**src/rtl/router_pkt_tx.sv**
```systemverilog
// Router packet source: buffers a whole payload, then sends header {len,addr}, payload and parity.
// Latency: the header appears the cycle after the last payload byte is written; each byte takes one busy==0 edge.
// Backpressure: busy==1 holds data_out/pkt_valid; cmd_ready only in IDLE, pl_ready only in FILL.
module router_pkt_tx #(
    parameter int GAP_CYCLES = 2
) (
    input  logic       clock,
    input  logic       resetn,
    input  logic       cmd_valid,
    output logic       cmd_ready,
    input  logic [1:0] cmd_addr,
    input  logic [5:0] cmd_len,
    input  logic       cmd_bad_parity,
    input  logic       pl_valid,
    input  logic [7:0] pl_data,
    output logic       pl_ready,
    input  logic       busy,
    output logic [7:0] data_out,
    output logic       pkt_valid,
    output logic       tx_done,
    output logic       cmd_err
);

    localparam int GW = $clog2(GAP_CYCLES + 1);

    typedef enum logic [2:0] {
        IDLE,
        FILL,
        HEADER,
        PAYLOAD,
        PARITY,
        GAP
    } state_t;

    state_t          state, state_nxt;
    logic [1:0]      addr_q, addr_nxt;
    logic [5:0]      len_q, len_nxt;
    logic            bad_q, bad_nxt;
    logic [7:0]      par_q, par_nxt;
    logic [5:0]      cnt_q, cnt_nxt;
    logic [5:0]      idx_q, idx_nxt;
    logic [GW-1:0]   gap_q, gap_nxt;
    logic [7:0]      dout_nxt;
    logic            pv_nxt;
    logic            tx_done_nxt;
    logic            cmd_err_nxt;
    logic [7:0]      buf_rd;

    logic [7:0]      buf_mem [0:62];

    assign cmd_ready = (state == IDLE);
    assign pl_ready  = (state == FILL);
    assign buf_rd    = buf_mem[idx_q];

    // Payload storage needs no reset; every byte read is written first.
    always_ff @(posedge clock) begin
        if (state == FILL && pl_valid) begin
            buf_mem[cnt_q] <= pl_data;
        end
    end

    always_ff @(posedge clock) begin
        if (!resetn) begin
            state     <= IDLE;
            addr_q    <= '0;
            len_q     <= '0;
            bad_q     <= 1'b0;
            par_q     <= '0;
            cnt_q     <= '0;
            idx_q     <= '0;
            gap_q     <= '0;
            data_out  <= '0;
            pkt_valid <= 1'b0;
            tx_done   <= 1'b0;
            cmd_err   <= 1'b0;
        end else begin
            state     <= state_nxt;
            addr_q    <= addr_nxt;
            len_q     <= len_nxt;
            bad_q     <= bad_nxt;
            par_q     <= par_nxt;
            cnt_q     <= cnt_nxt;
            idx_q     <= idx_nxt;
            gap_q     <= gap_nxt;
            data_out  <= dout_nxt;
            pkt_valid <= pv_nxt;
            tx_done   <= tx_done_nxt;
            cmd_err   <= cmd_err_nxt;
        end
    end

    always_comb begin
        state_nxt   = state;
        addr_nxt    = addr_q;
        len_nxt     = len_q;
        bad_nxt     = bad_q;
        par_nxt     = par_q;
        cnt_nxt     = cnt_q;
        idx_nxt     = idx_q;
        gap_nxt     = gap_q;
        dout_nxt    = data_out;
        pv_nxt      = pkt_valid;
        tx_done_nxt = 1'b0;
        cmd_err_nxt = 1'b0;

        case (state)
            IDLE: begin
                if (cmd_valid) begin
                    if (cmd_addr == 2'd3 || cmd_len == 6'd0) begin
                        cmd_err_nxt = 1'b1;
                    end else begin
                        addr_nxt  = cmd_addr;
                        len_nxt   = cmd_len;
                        bad_nxt   = cmd_bad_parity;
                        par_nxt   = {cmd_len, cmd_addr};
                        cnt_nxt   = '0;
                        state_nxt = FILL;
                    end
                end
            end
            FILL: begin
                if (pl_valid) begin
                    par_nxt = par_q ^ pl_data;
                    cnt_nxt = cnt_q + 6'd1;
                    if (cnt_q == len_q - 6'd1) begin
                        dout_nxt  = {len_q, addr_q};
                        pv_nxt    = 1'b1;
                        idx_nxt   = '0;
                        state_nxt = HEADER;
                    end
                end
            end
            HEADER: begin
                // idx_q is 0 here, so buf_rd is the first payload byte.
                if (!busy) begin
                    dout_nxt  = buf_rd;
                    idx_nxt   = 6'd1;
                    state_nxt = PAYLOAD;
                end
            end
            PAYLOAD: begin
                if (!busy) begin
                    if (idx_q < len_q) begin
                        dout_nxt = buf_rd;
                        idx_nxt  = idx_q + 6'd1;
                    end else begin
                        dout_nxt  = par_q ^ {8{bad_q}};
                        pv_nxt    = 1'b0;
                        state_nxt = PARITY;
                    end
                end
            end
            PARITY: begin
                if (!busy) begin
                    tx_done_nxt = 1'b1;
                    dout_nxt    = '0;
                    gap_nxt     = '0;
                    state_nxt   = GAP;
                end
            end
            GAP: begin
                // Keeps the router out of parity check before the next header.
                if (gap_q == GW'(GAP_CYCLES - 1)) begin
                    state_nxt = IDLE;
                end else begin
                    gap_nxt = gap_q + GW'(1);
                end
            end
            default: begin
                state_nxt = IDLE;
            end
        endcase
    end

endmodule

```
**config.mk**
```make
export PLATFORM = sky130hd
export DESIGN_NAME = router_pkt_tx
export DESIGN_NICKNAME = d
export VERILOG_FILES = /design/src/rtl/router_pkt_tx.sv
export SDC_FILE = /design/constraint.sdc
export NUM_CORES = 1
export LEC_CHECK = 0
export CORE_MARGIN = 2
export CORE_UTILIZATION = 56
export CTS_CLUSTER_SIZE = 20
export DETAILED_ROUTE_END_ITERATION = 12
export PLACE_DENSITY = 0.75
export SLEW_MARGIN = 25
export SYNTH_ARGS = -nofsm -noshare
export SYNTH_HDL_FRONTEND = slang
export SYNTH_SLANG_ARGS = --single-unit
```
**constraint.sdc**
```tcl
create_clock -name clock -period 2.4 [get_ports clock]
set_input_delay 0.36 -clock clock [delete_from_list [all_inputs] [get_ports clock]]
set_output_delay 0.36 -clock clock [all_outputs]
set_load 0.02 [all_outputs]
```
==> results.yml <==
status:
  status: "complete, but fails checks"
  violations: "negative setup slack"
sta:
  period_needed_ps: 2460
  rsz0062_at_grt: "yes"
  finalMaxSlewViolations: 0
  fmax_ghz: 0.407
  finalHoldViolCount: 0
  clock_skew_ps: 24.1
  finalSetupViolations: 10
  fin_crit_sh_pct: 102
  relSlewSlack_pct: 56.8
  fin_setup_tns_ps: -300
  worstMarginPinSlew_ps: 647
  setup_ws_ps: -55.3
layout:
  n_fill_cell: 2444
  fin_nets: 1556
  layoutNonFillerInstCount: 2095
  drive_gt1_share_pct: 34.4
  finalInstanceArea_sq_um: 27200
  area_growth_pct: 21.8
  utilization_pct: 68.8
  n_antenna_cell: 0
synth:
  synth_edf_count: 504
  synth_cells: 1275
  yosys.cell_types.count: 63
  yosysWarnings: 0
  synth_seq_area_share_pct: 72.3
  netlist_area_sq_um: 22300
  synthArstFlopShare_pct: 0
  synth_ff_type: "edfxtp_1"
  synth_fp_nets: 1306
  syn_avg_cell_area_sq_um: 17.5
  yosys_register_bits: 555
placement:
  io_buffers: 34
  dp_hpwl_mm: 35.1
  postPlaceCellArea_sq_um: 24700
  dp.cells: 1968
  place.gp.congestion: 0.922
clock_network:
  clock_latency_ps: 610
  clock-sinks: 555
  htreeDepth: 2
  cts_max_path_buffers: 3
  cts_tree: "yes"
  root_buffer: "clkbuf_16"
  numCtsBuffers: 54
  clkTransAtPathRegs_ps: 60
  cts-hold-fix-buffers: 0
job:
  drv_cap: 0
die:
  die_h_um: 204
  initial_core_util_pct: 56.5
  placeableCoreArea_sq_um: 39500
  num_rows: 73
  die_area_sq_um: 41500
  fp.dieW_um: 204
  io-pin-count: 35
drt:
  drc: 0
  drt-total-wl_mm: 55.3
  avgViaCountPerCell: 6.26
  drt_iter0_drc: 1436
  first_pass_iters: 5
  vias: 13100
  routedWlPerCell_um: 26.4
  detail-route-antenna-nets: 0
global_routing:
  grt_antenna_before_repair: 0
  grt_pass1_vias: 13000
  track_usage_pct: 26.3
  grt_max_degree: 52
  global_route.overflow_total: 0
  grt_pass1_wl_mm: 80.2
min_path:
  whs_path_depth: 1
  hold_class: "input pin to flop"
setup_path:
  crit_path_max_incr_delay_ps: 510
  crit_path_start_kind: "flop"
  path_class: "flop to flop"
  ff2ff_path_depth: 9
  path_max_fanout: 6
  worst-path-buf-inv: 3
  cpMaxStageDelayCell: "mux4_2"
  cp.depth: 9
  crit_top_cell: "buf_6"
  critPathTopFamily: "compound AO/OA/AOI/OAI gates"
  cp.arrival_ps: 2950
  crit_required_ps: 2900
  worstSetupEndpointType: "flop"
  path_cells: "buf_12 -> buf_6 -> buf_6 -> mux4_2 -> a22oi_1 -> nand3_1 -> o31ai_2 -> a211oi_1 -> o2bb2ai_1"
pwr:
  ir_worst_vdd_v: 0.000669
  total_power_mw: 19.7
  power_density_nw_per_um2: 724
  p_leak_nw: 8.86
[synthesized netlist by cell type (all sizes together), types with 3 or more instances]
master,count,area [sq um]
ha,9,113
nand3b,11,82.6
a22oi,10,75.1
buf,35,170
nor2,116,435
mux2i,45,450
o31a,4,36.3
nor3,9,45.0
o21ai,21,105
or3,4,26.3
a21oi,57,285
nand2b,10,62.6
a2bb2oi,3,26.3
nand4,3,18.8
and3,3,18.8
o211ai,3,22.5
nor2b,10,62.6
dfxtp,51,1020
xnor2,6,60.1
or4,8,63.8
nand3,21,105
nor4,3,18.8
edfxtp,504,15100
a221oi,23,201
mux4,102,2300
and2,3,18.8
o31ai,11,96.3
a211oi,8,60.1
mux2,34,383
o2bb2ai,7,61.3
nand2,39,146
o221ai,8,70.1
or2,5,31.3
xor2,14,123
inv,14,52.6
clkbuf,34,128
a22o,6,52.6
[power by group]
group / switching [mW] / leakage (nW) / internal (mW)
logic: 0.487 / 3.07 / 0.288
clock network: 3.58 / 0.849 / 4.74
registers: 0.0372 / 4.95 / 10.6
[metrics by stage]
| stage | hold slack, ps | setup slack (ps) |
|---|---|---|
| finish | 165 | -55.3 |
| global route | 159 | -84.9 |
| CTS | 135 | -82.7 |
| detailed placement | 493 | -387 |
| global placement | 479 | -319 |
| floorplan | 458 | -20.3 |
[area by class of cell]
type | instances | area [sq um] | area share (%)
well taps | 525 | 657 | 2.42
clock inverters | 35 | 294 | 1.08
flip-flops and latches | 555 | 16200 | 59.5
clock buffers | 66 | 1450 | 5.33
multi-input cells | 637 | 6280 | 23.1
inverters | 15 | 58.8 | 0.216
repair buffers | 262 | 2290 | 8.43
[path summary, 6_finish.rpt]
check,slack [ps],endpoint,start
hold reg to reg,500,len_q[0],len_q[0]
setup reg to reg,-60,data_out[7],flop
hold / removal,160,buf_mem[60][3],pl_data[3]
setup / recovery,-60,data_out[7],flop
[cell families (layout without fill, tap and decap cells)]
logic type,count (synthesis),in the layout,synth area share (%)
XOR/XNOR,20,20,0.818
AND/OR/NAND/NOR,248,248,5.23
multiplexers,181,181,14.0
flip-flops,555,555,72.3
adder cells (fa/ha/maj),9,9,0.504
buffers and inverters,84,378,1.59
AO/OA/AOI/OAI,178,179,5.51
[layout by cell type (no fill, tap or decap), types with 7 or more instances in the layout]
cell,instances
nand2_1,38
buf_2,8
mux4_2,102
buf_4,203
nor3_1,8
clkinv_1,15
a221oi_1,8
dfxtp_1,45
nor2b_1,10
clkbuf_1,9
nor2_1,110
nand2b_1,10
edfxtp_1,504
a221oi_2,10
buf_12,17
o2bb2ai_1,7
xor2_1,13
mux2_2,33
mux2i_1,43
clkdlybuf4s50_1,24
nand3_1,19
clkbuf_16,58
o21ai_0,21
a21oi_1,50
inv_1,12
clkinv_2,9
nand3b_1,11
ha_1,8
[registers in the layout (all words and copies together) (netlist names), named ones only]
register and count:
par_q 8, bad_q 1, data_out 8, cnt_q 6, buf_mem 504, idx_q 6
state 3, pkt_valid 1, addr_q 2, cmd_err 1, gap_q 2, len_q 6
tx_done 1
[layer usage]
layer,vias to the layer above,part of all wire (%),track usage [%],wire [um]
met5,-,0,0,0
met4,0,3.5,9.78,1930
li1,5631,-,-,-
met3,134,8.4,4.17,4650
met2,669,49,42.6,27200
met1,6672,39,36.6,21500
[repair_timing]
action | 4_1_cts | 5_1_grt
cloned | 1 | 3
buffers inserted | 3 | 20
pin swaps | 10 | 14
resized for setup | 30 | 63
setup endpoints to repair | 22 | 178
Note: power is estimated with default switching activity, not from simulation.
